## config.mk

```make
export PLATFORM = sky130hd
export DESIGN_NAME = muldiv_sequencer
export DESIGN_NICKNAME = d
export VERILOG_FILES = /design/src/rtl/muldiv_sequencer.sv
export SDC_FILE = /design/constraint.sdc
export NUM_CORES = 2
export LEC_CHECK = 0
export ABC_CLOCK_PERIOD_IN_PS = 12100
export BUFFER_PORTS_ARGS = -buffer_cell sky130_fd_sc_hd__buf_2
export CAP_MARGIN = 20
export CORE_ASPECT_RATIO = 1.75
export CORE_UTILIZATION = 42
export DETAILED_ROUTE_END_ITERATION = 6
export HOLD_SLACK_MARGIN = 0.15
export PLACE_DENSITY = 0.62
export SLEW_MARGIN = 0
export SYNTH_ARGS = -nofsm -noshare
export SYNTH_HDL_FRONTEND = slang
export SYNTH_SLANG_ARGS = --single-unit
```

## constraint.sdc

```tcl
create_clock -name clk -period 12.1 [get_ports clk]
set_input_delay 1.21 -clock clk [delete_from_list [all_inputs] [get_ports clk]]
set_output_delay 1.21 -clock clk [all_outputs]
set_load 0.02 [all_outputs]
```

## src/rtl/muldiv_sequencer.sv

```systemverilog
// ---------------------------------------------------------------------------
// muldiv_sequencer
//   Multi-cycle sequencer for MULT/MULTU/DIV/DIVU in the EX stage. Operands are
//   latched on acceptance, a radix-2 restoring divider (and optionally an
//   iterative shift-add multiplier) runs in BUSY, and the pipeline is stalled
//   until the result is ready. The 64-bit {hi,lo} result is presented with a
//   one-cycle result_valid pulse for the HI/LO register write.
//
//   Build option: define MULDIV_ITER_MUL_EN to run MULT/MULTU as a WIDTH-cycle
//   shift-add in BUSY. When undefined, multiplies are computed in one cycle on
//   the IDLE->DONE transition.
//
// Ports
//   clk           in   clock
//   rst           in   synchronous reset, active-high
//   start         in   EX holds a mul/div instruction (held high while stalled)
//   op            in   00 MULT, 01 MULTU, 10 DIV, 11 DIVU
//   a             in   rs operand (dividend / multiplicand)
//   b             in   rt operand (divisor / multiplier)
//   flush         in   cancel the in-flight operation, return to IDLE
//   stall         out  freeze IF..EX while the operation is incomplete
//   busy          out  state != IDLE
//   result_valid  out  one-cycle pulse, hi/lo hold a fresh result
//   hi            out  remainder (div) / upper product (mul)
//   lo            out  quotient (div) / lower product (mul)
// ---------------------------------------------------------------------------
module muldiv_sequencer #(
  parameter int WIDTH = 32
) (
  input  logic             clk,
  input  logic             rst,
  input  logic             start,
  input  logic [1:0]       op,
  input  logic [WIDTH-1:0] a,
  input  logic [WIDTH-1:0] b,
  input  logic             flush,
  output logic             stall,
  output logic             busy,
  output logic             result_valid,
  output logic [WIDTH-1:0] hi,
  output logic [WIDTH-1:0] lo
);

  localparam int CW = $clog2(WIDTH);

  typedef enum logic [1:0] {
    S_IDLE = 2'd0,
    S_BUSY = 2'd1,
    S_DONE = 2'd2
  } state_t;

  // Two's complement negate when en is set.
  function automatic logic [WIDTH-1:0] neg_w(input logic [WIDTH-1:0] v, input logic en);
    return en ? ({WIDTH{1'b0}} - v) : v;
  endfunction

  function automatic logic [2*WIDTH-1:0] neg_2w(input logic [2*WIDTH-1:0] v, input logic en);
    return en ? ({(2*WIDTH){1'b0}} - v) : v;
  endfunction

  state_t           state_q, state_d;
  logic [CW-1:0]    count_q, count_d;
  logic [WIDTH-1:0] rem_q, rem_d;     // remainder (div) / upper accumulator (mul)
  logic [WIDTH-1:0] quo_q, quo_d;     // quotient (div) / multiplier shifting out (mul)
  logic [WIDTH-1:0] dsr_q, dsr_d;     // divisor (div) / multiplicand (mul)
  logic             is_div_q, is_div_d;
  logic             neg_quo_q, neg_quo_d;  // result sign: a^b, signed ops only
  logic             neg_rem_q, neg_rem_d;  // remainder sign: a, signed ops only
  logic             b_zero_q, b_zero_d;
  logic [WIDTH-1:0] hi_q, hi_d;
  logic [WIDTH-1:0] lo_q, lo_d;
  logic             rv_q, rv_d;

  logic             signed_op_s;
  logic             sgn_quo_s;
  logic [WIDTH-1:0] abs_a_s;
  logic [WIDTH-1:0] abs_b_s;
  logic [WIDTH:0]   rem_sh_s;
  logic [WIDTH:0]   diff_s;
  logic [WIDTH-1:0] step_rem_s;
  logic [WIDTH-1:0] step_quo_s;
  logic             last_s;
`ifdef MULDIV_ITER_MUL_EN
  logic [WIDTH:0]   sum_s;
`else
  logic [2*WIDTH-1:0] prod_s;
`endif

  // Operand magnitudes and sign decode for the incoming instruction.
  always_comb begin
    signed_op_s = ~op[0];
    sgn_quo_s   = signed_op_s & (a[WIDTH-1] ^ b[WIDTH-1]);
    abs_a_s     = neg_w(a, signed_op_s & a[WIDTH-1]);
    abs_b_s     = neg_w(b, signed_op_s & b[WIDTH-1]);
`ifndef MULDIV_ITER_MUL_EN
    prod_s      = {{WIDTH{1'b0}}, abs_a_s} * {{WIDTH{1'b0}}, abs_b_s};
`endif
  end

  // One iteration of the restoring divider or shift-add multiplier.
  always_comb begin
    // Divider: shift {rem,quo} left, trial-subtract; top bit of diff is the borrow.
    rem_sh_s   = {rem_q, quo_q[WIDTH-1]};
    diff_s     = rem_sh_s - {1'b0, dsr_q};
`ifdef MULDIV_ITER_MUL_EN
    // Multiplier: conditionally add, then shift {carry,acc,multiplier} right.
    sum_s      = {1'b0, rem_q} + (quo_q[0] ? {1'b0, dsr_q} : {(WIDTH+1){1'b0}});
`endif
    step_rem_s = rem_q;
    step_quo_s = quo_q;
    if (is_div_q) begin
      if (diff_s[WIDTH]) begin
        step_rem_s = rem_sh_s[WIDTH-1:0];
        step_quo_s = {quo_q[WIDTH-2:0], 1'b0};
      end else begin
        step_rem_s = diff_s[WIDTH-1:0];
        step_quo_s = {quo_q[WIDTH-2:0], 1'b1};
      end
    end else begin
`ifdef MULDIV_ITER_MUL_EN
      step_rem_s = sum_s[WIDTH:1];
      step_quo_s = {sum_s[0], quo_q[WIDTH-1:1]};
`else
      step_rem_s = rem_q;
      step_quo_s = quo_q;
`endif
    end
  end

  assign last_s = (count_q == CW'(WIDTH - 1));

  // Next-state and datapath control.
  always_comb begin
    state_d   = state_q;
    count_d   = count_q;
    rem_d     = rem_q;
    quo_d     = quo_q;
    dsr_d     = dsr_q;
    is_div_d  = is_div_q;
    neg_quo_d = neg_quo_q;
    neg_rem_d = neg_rem_q;
    b_zero_d  = b_zero_q;
    hi_d      = hi_q;
    lo_d      = lo_q;
    rv_d      = 1'b0;
    if (flush) begin
      state_d = S_IDLE;
    end else begin
      case (state_q)
        S_IDLE: begin
          if (start) begin
            count_d   = {CW{1'b0}};
            is_div_d  = op[1];
            neg_quo_d = sgn_quo_s;
            neg_rem_d = signed_op_s & a[WIDTH-1];
            b_zero_d  = (b == {WIDTH{1'b0}});
            rem_d     = {WIDTH{1'b0}};
            if (op[1]) begin
              quo_d   = abs_a_s;
              dsr_d   = abs_b_s;
              state_d = S_BUSY;
            end else begin
`ifdef MULDIV_ITER_MUL_EN
              quo_d   = abs_b_s;
              dsr_d   = abs_a_s;
              state_d = S_BUSY;
`else
              {hi_d, lo_d} = neg_2w(prod_s, sgn_quo_s);
              rv_d    = 1'b1;
              state_d = S_DONE;
`endif
            end
          end else begin
            state_d = S_IDLE;
          end
        end
        S_BUSY: begin
          count_d = count_q + CW'(1);
          rem_d   = step_rem_s;
          quo_d   = step_quo_s;
          if (last_s) begin
            state_d = S_DONE;
            rv_d    = 1'b1;
            if (is_div_q) begin
              // With b==0 the divider leaves |a| in rem, so the remainder fixup
              // restores the original a; the quotient is forced to all ones.
              hi_d = neg_w(step_rem_s, neg_rem_q);
              lo_d = b_zero_q ? {WIDTH{1'b1}} : neg_w(step_quo_s, neg_quo_q);
            end else begin
              {hi_d, lo_d} = neg_2w({step_rem_s, step_quo_s}, neg_quo_q);
            end
          end else begin
            state_d = S_BUSY;
          end
        end
        S_DONE: begin
          // start still high here belongs to the instruction just completed.
          state_d = S_IDLE;
        end
        default: begin
          state_d = S_IDLE;
        end
      endcase
    end
  end

  // State and datapath registers with synchronous reset.
  always_ff @(posedge clk) begin
    if (rst) begin
      state_q   <= S_IDLE;
      count_q   <= {CW{1'b0}};
      rem_q     <= {WIDTH{1'b0}};
      quo_q     <= {WIDTH{1'b0}};
      dsr_q     <= {WIDTH{1'b0}};
      is_div_q  <= 1'b0;
      neg_quo_q <= 1'b0;
      neg_rem_q <= 1'b0;
      b_zero_q  <= 1'b0;
      hi_q      <= {WIDTH{1'b0}};
      lo_q      <= {WIDTH{1'b0}};
      rv_q      <= 1'b0;
    end else begin
      state_q   <= state_d;
      count_q   <= count_d;
      rem_q     <= rem_d;
      quo_q     <= quo_d;
      dsr_q     <= dsr_d;
      is_div_q  <= is_div_d;
      neg_quo_q <= neg_quo_d;
      neg_rem_q <= neg_rem_d;
      b_zero_q  <= b_zero_d;
      hi_q      <= hi_d;
      lo_q      <= lo_d;
      rv_q      <= rv_d;
    end
  end

  // A flush arriving in the DONE cycle suppresses the write pulse.
  assign stall        = ~rst & ~flush & (((state_q == S_IDLE) & start) | (state_q == S_BUSY));
  assign busy         = (state_q != S_IDLE);
  assign result_valid = rv_q & ~flush;
  assign hi           = hi_q;
  assign lo           = lo_q;

endmodule
```

==> flow_summary.yaml <==
route:
  routed_via_density: 5.98
  vias: 48100
  drt-met1-wl_um: 73400
  wl_met3_um: 17900
  drt_pass1_iterations: 7
  drc_errors: 61
  drt_iter0_drc: 4045
  wire_per_inst_um: 28.1
  highest_layer: "met5"
  wl_met2_um: 110000
  drt-total-wl_um: 226000
  ant_nets: 0
timing:
  drv_slew: 0
  fin_crit_sh_pct: 97.2
  fin_crit_ns: 11.76
  setup-violations-final: 0
  tightest_slew_ns: 1.14
  tns_ns: 0
  clock.fmax_mhz: 85.0
  hold_violations: 0
  slew-limit-headroom_pct: 23.3
  rsz0062_at_grt: "false"
  finalClockSkew_ns: 0.0170
die:
  start_util_pct: 42.2
  rows: 166
  io_pins: 137
  dieArea_mm2: 0.119
  core_mm2: 0.117
  die_w_um: 261
  die_h_um: 455
setup_path:
  crit_slowest_cell: "fa_1"
  crit_type: "primary input to register"
  arrival_ns: 12.13
  worst_ep_required_time_ns: 12.47
  reg2reg_setup_slack_ns: 5.44
  cpPeakStageDelay_ns: 0.55
  reg2reg_to: "hi[16]"
  path_common_cell: "fa_1"
  startpoint_type: "primary input"
  worst-path-max-fanout: 14
  crit_path_end_kind: "register"
  rr_startpoint: "quo_q[31]"
  r2r_cells: 23
finish:
  layout_common_cells: "inv_1, fa_1, nor2_1"
  fin_cells: 8042
  nFillCells: 11600
  regArea_mm2: 0.00343
  finalNetCount: 7768
  multiInputGateArea_mm2: 0.0415
  final_core_util_pct: 48.1
  fin_area_mm2: 0.0561
  area_delta_synth_final_pct: 13.9
  mostFrequentLayoutCell: "inv_1"
  drive_above_1_share_pct: 13.7
yosys:
  synth-edff-count: 0
  synthFlopType: "dfxtp_1"
  async_reset_ff_share_pct: 0
  ys_seq_area_share_pct: 6.94
  postSynthAreaPerCell_um2: 8.00
  synth_seq_cells: 171
  synth.distinct_cells: 109
  yosysWarnings: 0
  synthCells: 6163
  syn_area_mm2: 0.0493
  syn_nets: 7432
clocking:
  htree_levels: 4
  clock-sinks: 171
  cts_tree: "built"
  root_buffer: "clkbuf_16"
  holdBufCountCts: 0
  cts_made_buffers: 17
  clock_path_buffers: 2
  clock_latency_ns: 0.48
  clkSlewWorstSetupHoldPaths_ns: 0.08
global_route:
  grt_pass1_vias: 50200
  antenna_found_initial: 28
  grt_max_degree: 85
  grt_overflow: 0
  grt_pass1_wl_um: 326000
  grt.total_usage_pct: 38.4
hold_path:
  min_path_type: "register to register"
  holdPathEnd: "lo[23]"
  whs_path_depth: 2
  hold_start: "lo[23]"
outcome:
  violations: "DRC"
  outcome: "finished with violations"
run:
  cap_viol_max_count: 0
placed_design:
  portBuffers: 136
  place_hpwl_um: 183000
  dp_cells: 7989
  gp_congestion: 1.01
  post_dp_cell_area_mm2: 0.0555
## per-layer routing
metal	global-route usage, %	vias to the layer above
met5	0	-
met4	34.7	4
met3	7.52	1029
met2	66.5	2504
met1	38.9	24000
li1	-	20500
## kinds of logic after synthesis
family	count (synthesis)	synth area share (%)
multiplexers	51	1.07
AND/OR/NAND/NOR	2161	19.1
adder cells (fa/ha/maj)	1199	44.1
AO/OA/AOI/OAI	1024	14.2
flip-flops	171	6.94
buffers and inverters	1303	10.1
XOR/XNOR	254	4.53
## synth_stat cells (all sizes together) (68+ instances only)
library cell / number / share of area (%)
buf: 68 / 0.74
inv: 948 / 7.2
o21ai: 184 / 1.9
nand2: 773 / 5.9
dfxtp: 171 / 6.9
nor3: 83 / 0.90
xnor2: 129 / 2.3
clkbuf: 286 / 2.2
ha: 302 / 7.7
nand3: 78 / 0.80
a211oi: 96 / 1.5
xor2: 125 / 2.2
fa: 897 / 36
a21oi: 274 / 2.9
nor2: 891 / 6.8
## state kept, by name, summed over array words and instances, names as in the netlist
register,count
quo_q,32
dsr_q,32
lo,32
state_q,2
hi,32
neg_quo_q,1
neg_rem_q,1
count_q,5
b_zero_q,1
rem_q,32
is_div_q,1
## through the flow
step                      hold WS (ns)  setup slack [ns]
after detailed placement         0.441           -0.0977
final                            0.449             0.342
after global routing             0.478            0.0132
after global placement           0.442            -0.118
after CTS                        0.450             0.351
after floorplan                  0.436            0.0184
## worst max path at each step
stage / end / slack [ns] / start / cells past startpoint
final: hi[23] / 0.34 / b[0] / 38
after global routing: hi[29] / 0.01 / b[0] / 40
after CTS: hi[31] / 0.35 / b[4] / 37
after detailed placement: hi[23] / -0.1 / b[4] / 38
after global placement: hi[29] / -0.12 / b[4] / 41
after floorplan: hi[31] / 0.02 / b[0] / 41
## layout make-up
cell class / instances / area share, %
diodes: 18 / 0.0802
clock buffers: 19 / 0.809
clock inverters: 13 / 0.187
inverters: 949 / 6.35
multi-input cells: 4689 / 73.9
flip-flops and latches: 171 / 6.10
well taps: 1512 / 3.37
repair buffers: 671 / 9.23
## repair_timing
| action | CTS | global route |
|---|---|---|
| endpoints found under the setup margin | 0 | 18 |
| buffers inserted | 0 | 2 |
| gates resized for setup | 0 | 14 |
## critical path, delay by kind of cell
family / cells / cell delay (ns)
adders and majority gates: 10 / 4.42
and+or+nand+nor: 14 / 3.59
AOI/OAI and AO/OA: 7 / 1.69
buffers and inverters: 6 / 0.97
xor gates and xnor gates: 1 / 0.22
Power is not shown: default switching activity piles up to over one toggle a cycle in this logic, so the estimate is an artifact.
